===== src/rtl/channel_in_partial_sum_acc.sv =====
// Channel-in partial-sum accumulator: sums N beats per lane, queues results in a 2-entry FIFO.
// Optional macro ACC_SATURATE_EN selects saturating lane adds (default: wrap).
`ifndef WIDTH_DATA_OUT
`define WIDTH_DATA_OUT 8
`endif
`ifndef PICTURE_NUM
`define PICTURE_NUM 4
`endif

module channel_in_partial_sum_acc #(
  parameter int ITER_W = 8
) (
  input  logic                                      clk,
  input  logic                                      rst,
  input  logic                                      start,
  input  logic [ITER_W-1:0]                         iter_num,
  input  logic [ITER_W-1:0]                         out_num,
  input  logic                                      data_in_valid,
  input  logic [`PICTURE_NUM*`WIDTH_DATA_OUT*2-1:0] data_in,
  output logic [`PICTURE_NUM*`WIDTH_DATA_OUT*2-1:0] data_out,
  output logic                                      data_out_valid,
  input  logic                                      data_out_ready,
  output logic                                      busy,
  output logic                                      done,
  output logic                                      drop_err
);

  localparam int L = `WIDTH_DATA_OUT * 2;
  localparam int P = `PICTURE_NUM;
  localparam int W = P * L;

  typedef enum logic [1:0] {
    IDLE,
    RUN,
    DRAIN
  } state_t;

  state_t            state;
  logic [ITER_W-1:0] n_lat;
  logic [ITER_W-1:0] m_lat;
  logic [ITER_W-1:0] beat_cnt;
  logic [ITER_W-1:0] out_cnt;
  logic [W-1:0]      acc;
  logic [W-1:0]      tail;
  logic              tail_valid;

  logic [ITER_W-1:0] n_eff;
  logic [ITER_W-1:0] m_eff;
  logic [ITER_W-1:0] bc;
  logic [ITER_W-1:0] oc;
  logic              beat;
  logic              last;
  logic              job_end;
  logic              push;
  logic              pop;
  logic              full;
  logic              drop;
  logic [W-1:0]      sum;

  // One lane add; the lane is isolated so no carry leaks to its neighbour.
  function automatic logic [L-1:0] lane_add(
    input logic [L-1:0] a,
    input logic [L-1:0] b
  );
`ifdef ACC_SATURATE_EN
    logic [L:0] s;
    s = {a[L-1], a} + {b[L-1], b};
    if (s[L] != s[L-1])
      lane_add = s[L] ? {1'b1, {(L-1){1'b0}}}
                      : {1'b0, {(L-1){1'b1}}};
    else
      lane_add = s[L-1:0];
`else
    lane_add = a + b;
`endif
  endfunction

  // Effective job parameters and counters; a start restarts them this cycle.
  always_comb begin
    n_eff = n_lat;
    m_eff = m_lat;
    bc    = beat_cnt;
    oc    = out_cnt;
    if (start) begin
      n_eff = (iter_num == '0) ? ITER_W'(1) : iter_num;
      m_eff = (out_num == '0) ? ITER_W'(1) : out_num;
      bc    = '0;
      oc    = '0;
    end
    beat    = data_in_valid & (start | (state == RUN));
    last    = beat & (bc == n_eff - ITER_W'(1));
    job_end = last &
              (({1'b0, oc} + (ITER_W+1)'(1)) == {1'b0, m_eff});
  end

  // Beat 0 loads the input, later beats add lane by lane.
  always_comb begin
    sum = data_in;
    if (bc != '0) begin
      for (int i = 0; i < P; i++)
        sum[i*L +: L] = lane_add(acc[i*L +: L], data_in[i*L +: L]);
    end
  end

  assign push = last;
  assign pop  = data_out_valid & data_out_ready;
  assign full = data_out_valid & tail_valid;
  assign drop = push & full & ~pop;

  // Job control FSM: counters, accumulator, busy/done/drop_err.
  always_ff @(posedge clk or posedge rst) begin
    if (rst) begin
      state    <= IDLE;
      busy     <= 1'b0;
      done     <= 1'b0;
      drop_err <= 1'b0;
      n_lat    <= '0;
      m_lat    <= '0;
      beat_cnt <= '0;
      out_cnt  <= '0;
      acc      <= '0;
    end else begin
      done <= 1'b0;
      if (start) begin
        n_lat <= n_eff;
        m_lat <= m_eff;
      end
      if (start || state == RUN) begin
        if (beat) begin
          acc      <= sum;
          beat_cnt <= last ? '0 : bc + ITER_W'(1);
        end else if (start) begin
          acc      <= '0;
          beat_cnt <= '0;
        end
        if (last)
          out_cnt <= oc + ITER_W'(1);
        else if (start)
          out_cnt <= '0;
        state <= job_end ? DRAIN : RUN;
        busy  <= 1'b1;
      end else if (state == DRAIN && !data_out_valid) begin
        state <= IDLE;
        busy  <= 1'b0;
        done  <= 1'b1;
      end
      if (start)
        drop_err <= drop;
      else if (drop)
        drop_err <= 1'b1;
    end
  end

  // Two-entry output FIFO; data_out is the registered head entry.
  always_ff @(posedge clk or posedge rst) begin
    if (rst) begin
      data_out       <= '0;
      data_out_valid <= 1'b0;
      tail           <= '0;
      tail_valid     <= 1'b0;
    end else if (!data_out_valid) begin
      if (push) begin
        data_out       <= sum;
        data_out_valid <= 1'b1;
      end
    end else if (!tail_valid) begin
      if (pop && push) begin
        data_out <= sum;
      end else if (pop) begin
        data_out_valid <= 1'b0;
      end else if (push) begin
        tail       <= sum;
        tail_valid <= 1'b1;
      end
    end else if (pop) begin
      data_out <= tail;
      if (push)
        tail <= sum;
      else
        tail_valid <= 1'b0;
    end
  end

endmodule

===== config.mk =====
export PLATFORM = sky130hd
export DESIGN_NAME = channel_in_partial_sum_acc
export DESIGN_NICKNAME = d
export VERILOG_FILES = /design/src/rtl/channel_in_partial_sum_acc.sv
export SDC_FILE = /design/constraint.sdc
export NUM_CORES = 1
export LEC_CHECK = 0
export ABC_AREA = 1
export CAP_MARGIN = 20
export CORE_ASPECT_RATIO = 1.2
export CORE_UTILIZATION = 55
export DETAILED_ROUTE_END_ITERATION = 10
export GPL_ROUTABILITY_DRIVEN = 0
export HOLD_SLACK_MARGIN = 0.03
export PLACE_DENSITY = 0.77
export REMOVE_ABC_BUFFERS = 1
export SYNTH_ARGS = -nofsm -noshare
export SYNTH_HDL_FRONTEND = slang
export SYNTH_SLANG_ARGS = --single-unit

===== constraint.sdc =====
create_clock -name clk -period 10.6 [get_ports clk]
set_clock_uncertainty 0.2 [all_clocks]
set_input_delay 2.12 -clock clk [delete_from_list [all_inputs] [get_ports clk]]
set_output_delay 2.12 -clock clk [all_outputs]
set_load 0.02 [all_outputs]

==> results.rst, run 1 <==
.. list-table::
   :header-rows: 1

   * - Metric
     - Value
   * - Status
     - complete, but fails checks
   * - Most common cell after layout, fill and taps aside
     - nand2_1
   * - Crit path kind
     - input pin to flip-flop
   * - Proportion of synthesized chip area in sequential cells
     - 38.79%
   * - Setup_tns
     - 0 ps
   * - Area added between synthesis and finish
     - 16.76%
   * - Peak Freq
     - 157.7 MHz
   * - Maximum buffer depth of the clock tree
     - 3
   * - Total power divided by cell area
     - 160.6 nW/um^2
   * - DRC violations left
     - 11
   * - Clock transition at the registers of the reported paths
     - 60 ps
   * - Std-Cell Core Area
     - 26430 sq um
   * - Mean routed wirelength per cell
     - 15.02 um
   * - DR iter-0 viols
     - 716
   * - Unrepaired setup endpoints after global routing
     - no
   * - Height of the die
     - 182.3 um
   * - CTS tree
     - yes
   * - Number of vias per cell
     - 5.402
   * - Cell leakage power
     - 9.029 nW
   * - Relative max-transition margin
     - 30.42%
   * - Top-level I/O count
     - 153
   * - Violated checks
     - DRC
   * - Number of warnings reported in the yosys synthesis log
     - 0
   * - Worst ir drop on vdd
     - 0.09268 mV
   * - Post-route setup slack
     - 4259 ps
   * - Cell area after layout
     - 17400 sq um
   * - Number of slew-limit violations in the final report
     - 0
   * - Count of distinct cell types in the synthesized netlist
     - 38
   * - Maximum number of pins on one net before global-route repair
     - 113
   * - MaxCap Viol Count
     - 0
   * - Sum of routed wire length over all layers
     - 38360 um
   * - Standard-cell rows
     - 65
   * - Fin crit share
     - 59.82%
   * - Global-route wire length before repair
     - 64300 um
   * - Slew of the pin with the lowest slew margin
     - 1044 ps
   * - Cell chosen for the clock root
     - clkbuf_16
   * - Kind of path behind the tightest hold check
     - flip-flop to flip-flop
   * - PnR Total Power
     - 2.794 mW
   * - Number of hold-slack violations in the final timing report
     - 0
   * - Area of the mapped netlist
     - 14900 sq um
   * - Hold buffer count at cts
     - 0
   * - Number of endpoints failing setup at the final stage
     - 0
   * - Full die area
     - 27760 sq um
   * - Number of resized instances in the post-cts repair step
     - 0
   * - Worst Setup Start Kind
     - input pin
   * - Number of storage elements in the synthesis netlist
     - 231
   * - Minimum setup slack after placement
     - 3774 ps
   * - Clock buffers created by TritonCTS
     - 25
   * - Clock Sink Count
     - 231
   * - Average cell area after synthesis
     - 7.120 sq um
   * - Total congestion overflow after global routing
     - 0
   * - Post-CTS setup-driven buffer insertion count
     - 0
   * - CP required
     - 10810 ps
   * - Clock period minus worst slack
     - 6341 ps
   * - Commonest non-fill, non-tap cells in the layout
     - nand2_1 (772), dfrtp_1 (231), inv_1 (218)
   * - Number of nets in the finished design
     - 2357
   * - Number of detailed-routing iterations run before antenna repair
     - 7
   * - Via count of the first global-routing pass
     - 13607
   * - Depth of the CTS H-tree
     - 1
   * - Ant. Diodes
     - 0
   * - Clock latency at the later pin of the worst-skew pair
     - 530 ps
   * - All-layer global routing usage
     - 28.06%
   * - Arrival time of the worst setup path
     - 6550 ps
   * - Post-detailed-route count of antenna-violating nets
     - 0
   * - Setup crit end kind
     - flip-flop
   * - Total vias in the final route
     - 13797
   * - Critical path peak fanout
     - 64
   * - Number of instances in the synthesized netlist
     - 2093
   * - Initial antenna violation count
     - 0
   * - Horiz. Die Dim
     - 152.3 um
   * - Fraction of final layout cells with drive strength greater than 1
     - 7.932%
   * - Area after detailed placement
     - 16510 sq um
   * - Count of buffers from port buffering
     - 152
   * - Initial core utilization
     - 56.38%
   * - Post-detailed-placement half-perimeter wirelength
     - 25870 um
==> final timing paths <==
kind	start	to	slack [ps]	cells past startpoint
min reg2reg	data_out[18]	data_out[18]	260	2
max in group asynchronous	rst	data_out[55]	6880	3
max	start	data_out[25]	4260	19
max reg2reg	data_out_valid	tail[42]	6590	9
min in group asynchronous	rst	data_out[47]	1960	2
min	data_out[18]	data_out[18]	260	2
==> cells in the mapped netlist (all sizes together) <==
| master | n | share of area [%] |
|---|---|---|
| o21ai | 192 | 7.3 |
| nor2 | 95 | 2.5 |
| nor4 | 2 | 0.084 |
| o21bai | 5 | 0.25 |
| xnor2 | 9 | 0.53 |
| mux2i | 6 | 0.40 |
| a22o | 7 | 0.41 |
| dfrtp | 231 | 39 |
| nand3b | 13 | 0.65 |
| o211ai | 2 | 0.10 |
| nand4 | 53 | 2.3 |
| xor2 | 24 | 1.4 |
| inv | 227 | 5.7 |
| nand3 | 160 | 5.4 |
| a21oi | 40 | 1.3 |
| nand2 | 789 | 20 |
| nor3b | 1 | 0.050 |
| o22ai | 7 | 0.29 |
| a21o | 2 | 0.10 |
| and2 | 9 | 0.38 |
| nor3 | 8 | 0.27 |
| clkinv | 2 | 0.050 |
| fa | 4 | 0.54 |
| ha | 64 | 5.4 |
| clkbuf | 38 | 0.96 |
| buf | 41 | 2.0 |
| or2 | 62 | 2.6 |
==> power breakdown <==
| group | leakage (nW) | internal, mW | switching [mW] |
|---|---|---|---|
| sequential | 3.03 | 0.972 | 0.0558 |
| combinational | 5.57 | 0.330 | 0.503 |
| clock | 0.428 | 0.578 | 0.355 |
| total | 9.03 | 1.88 | 0.914 |
==> layer usage <==
| metal | track usage [%] | up-vias | wire length [um] |
|---|---|---|---|
| met3 | 2.873 | 89 | 1740 |
| li1 | - | 6919 | - |
| met1 | 34.74 | 6441 | 16690 |
| met5 | 0 | - | 0 |
| met2 | 49.99 | 348 | 18540 |
| met4 | 11.63 | 0 | 1389 |
==> kinds of logic after synthesis <==
logic type,Yosys count,synth area share (%)
compound gates,255,9.756
simple gates,1192,34.48
xor+xnor,33,1.939
fa+ha+maj,68,5.911
mux,6,0.4030
buf+inv,308,8.723
flops,231,38.79
==> state kept, by name, summed over array words and instances, names as in the netlist <==
name	flops
m_lat	8
acc	64
tail_valid	1
n_lat	8
tail	64
beat_cnt	8
state	2
busy	1
done	1
out_cnt	8
data_out_valid	1
drop_err	1
data_out	64
==> layout make-up <==
class	instances	area [sq um]
Clock buffer	33	695.7
Clock inverter	9	170.2
Fill cell	2275	9031
Inverter	229	867.1
Multi-Input combinational cell	1554	7844
Sequential cell	231	5781
Tap cell	335	419.2
Timing Repair Buffer	163	1624
==> through the flow <==
stage                     util, %  std cells  hold WS [ps]
after floorplan                 -       2014         242.0
after global placement      62.45       2511         253.8
after detailed placement    62.45       2511         257.1
after CTS                   65.73       2553         271.7
after global routing        65.83       2554         290.6
final                       65.83       2554         264.0
==> critical path, cell delays in order <==
cell and delay [ps]:
clkdlybuf4s50_1 400, buf_4 240, inv_2 500, nor2_1 80
o21ai_1 150, nand2_2 130, ha_1 340, nand3_1 90
nand2_1 60, nor2_1 80, nand3_1 90, nor2_1 100
nand3_1 110, nor2_4 160, nand2_4 190, nand2_4 660
nand2_4 680, nand2_1 230, nand2_1 70
Note: power is estimated with default switching activity, not from simulation.
==> run 2, diff against run 1 <==
CORE_UTILIZATION = 53   (was 55)
clock period = 5.4 ns   (was 10.6 ns; I/O delays follow)
==> results.rst, run 2 (same netlist as run 1, synthesis figures left out) <==
.. list-table::
   :header-rows: 1

   * - Metric
     - Value
   * - # fillers
     - 2412 (+6.0%)
   * - Kind of path behind the tightest hold check
     - flip-flop to flip-flop
   * - Depth of the CTS H-tree
     - 1 (unchanged)
   * - Setup crit end kind
     - flip-flop
   * - DR iter-0 viols
     - 757 (+5.7%)
   * - Number of detailed-routing iterations run before antenna repair
     - 6 (-1)
   * - Cell leakage power
     - 9.043 nW (+0.15%)
   * - MaxCap Viol Count
     - 0 (unchanged)
   * - Fraction of final layout cells with drive strength greater than 1
     - 8.090% (+0.16 points)
   * - Peak Freq
     - 224.9 MHz
   * - Slew of the pin with the lowest slew margin
     - 953.7 ps (-90.04 ps)
   * - Minimum hold slack
     - 267.0 ps (+2.942 ps)
   * - Worst Setup Start Kind
     - input pin
   * - Std-Cell Core Area
     - 27330 sq um (+3.4%)
   * - Horiz. Die Dim
     - 155.1 um (+1.8%)
   * - Clock Sink Count
     - 231 (unchanged)
   * - Arrival time of the worst setup path
     - 4660 ps (-1890 ps)
   * - Clock latency at the later pin of the worst-skew pair
     - 540 ps (about the same)
   * - Critical path's largest stage delay
     - 590 ps (-90 ps)
   * - Total congestion overflow after global routing
     - 0 (unchanged)
   * - Register-to-register setup slack
     - 1950 ps (-4640 ps)
   * - Post-detailed-placement half-perimeter wirelength
     - 26360 um (+1.9%)
   * - Critical path peak fanout
     - 64 (unchanged)
   * - Cell area after layout
     - 17470 sq um (+0.42%)
   * - Number of endpoints failing setup at the final stage
     - 0 (unchanged)
   * - Worst reg-to-reg path cell count
     - 15 (+6)
   * - Clock period minus worst slack
     - 4447 ps
   * - CTS tree
     - yes
   * - Most common cell after layout, fill and taps aside
     - nand2_1
   * - All-layer global routing usage
     - 27.63% (-0.43 points)
   * - Number of hold-slack violations in the final timing report
     - 0 (unchanged)
   * - Height of the die
     - 185.7 um (+1.8%)
   * - Worst ir drop on vdd
     - 0.1773 mV (+91%)
   * - Crit path cell chain
     - clkdlybuf4s50_1, inv_2, nor2_1, o21ai_1, nand2_2, ha_1, nand3_1, nand2_1, nor2_1, nand3_1, nor2_1, nand3_1, nor2_4, nand2_4, nand2_4, nand2_4, nand2_1, nand2_1
   * - Cell chosen for the clock root
     - clkbuf_16
   * - Sum of routed wire length over all layers
     - 38960 um (+1.6%)
   * - Commonest non-fill, non-tap cells in the layout
     - nand2_1 (772), dfrtp_1 (231), inv_1 (218)
   * - Total power divided by cell area
     - 309.8 nW/um^2 (+93%)
   * - DRC violations left
     - 0 (-11)
   * - Maximum number of pins on one net before global-route repair
     - 146 (+29%)
   * - Number of cells on the worst hold path
     - 2 (unchanged)
   * - Clock buffers created by TritonCTS
     - 26 (+4.0%)
   * - Number of nets in the finished design
     - 2362 (+0.21%)
   * - Status
     - complete, no violations
   * - Terminating pin of the worst hold path
     - data_out[18]
   * - Number of vias per cell
     - 5.321 (-1.5%)
   * - CP required
     - 5610 ps (-5200 ps)
   * - Biggest regs
     - acc: 64 flops, data_out: 64 flops, tail: 64 flops
   * - Mean routed wirelength per cell
     - 14.97 um (-0.32%)
   * - Crit path kind
     - input pin to flip-flop
   * - Via count of the first global-routing pass
     - 13509 (-0.72%)
   * - Highest-delay cell along the critical path
     - clkdlybuf4s50_1
   * - Global-route wire length before repair
     - 64750 um (+0.70%)
   * - Full die area
     - 28800 sq um (+3.7%)
   * - Initial core utilization
     - 54.52% (-1.9 points)
   * - Count of buffers from port buffering
     - 152 (unchanged)
   * - Startpoint of the most critical hold path
     - data_out[18]
   * - Top-level I/O count
     - 153 (unchanged)
   * - Maximum buffer depth of the clock tree
     - 3 (unchanged)
   * - Unrepaired setup endpoints after global routing
     - no
   * - Relative max-transition margin
     - 36.20% (+5.8 points)
   * - Final Util
     - 63.92% (-1.9 points)
   * - Capture instance of the worst register-to-register path
     - data_out[27]
   * - Hold buffer count at cts
     - 0 (unchanged)
   * - Post-detailed-route count of antenna-violating nets
     - 0 (unchanged)
   * - Standard-cell rows
     - 66 (+1.5%)
   * - Fin crit share
     - 82.35%
   * - Number of slew-limit violations in the final report
     - 0 (unchanged)
   * - Post-CTS setup-driven buffer insertion count
     - 0 (unchanged)
   * - Clock transition at the registers of the reported paths
     - 60 ps (about the same)
   * - Total vias in the final route
     - 13844 (+0.34%)
   * - Number of resized instances in the post-cts repair step
     - 0 (unchanged)
   * - Area added between synthesis and finish
     - 17.24%
   * - Initial antenna violation count
     - 4 (+4)
   * - Worst reg2reg startpoint
     - n_lat[0]
   * - Area after detailed placement
     - 16600 sq um (+0.55%)
-- run 2: cell type report --
type,count,area (sq um),area share [%]
repair buffers,167,1667,9.538
diodes,3,7.507,0.04296
clock buffers,40,794.5,4.547
multi-input cells,1554,7844,44.89
clock inverters,4,45.04,0.2578
inverters,229,867.1,4.962
well taps,374,467.9,2.678
flip-flops and latches,231,5781,33.08
-- run 2: power by group --
part,leakage (nW),internal (mW),switching (mW)
Sequential,3.03,1.91,0.109
Combinational,5.60,0.648,0.992
Clock,0.416,1.05,0.709
Total,9.04,3.60,1.81
-- run 2: how the worst max path moves through the flow --
stage                     start            to  slack, ps  cells after the start
after floorplan             rst        acc[0]      -2210                      1
after global placement    start   data_out[8]        600                     18
after CTS                 start   data_out[1]        980                     17
final                     start  data_out[27]        950                     18
after global routing      start  data_out[27]        560                     18
after detailed placement  start   data_out[1]        420                     17
-- run 2: worst max-delay path, delay by kind of cell --
family / cells / cell delay (ps)
compound gates: 1 / 120
fa+ha+maj: 1 / 330
buf+inv: 2 / 730
simple gates: 14 / 2310
-- run 2: through the flow --
step,setup WS (ps),total power [mW],TNS (ps),instances
after global routing,558.8,5.732,0,2602
after floorplan,-2213,3.143,-511190,2014
after CTS,978.3,5.432,0,2598
after global placement,596.9,3.623,0,2554
after detailed placement,423.7,3.669,0,2554
final,953.2,5.412,0,2602
-- run 2: routing by layer --
metal  up-vias  wire length (um)  part of all wire (%)  track usage [%]
met5         -                13                 0.033                0
met4         2              1422                   3.7            11.92
met3        96              1994                   5.1            3.143
met2       399             18530                    48            47.48
met1      6419             16990                    44            35.21
li1       6928                 -                     -                -
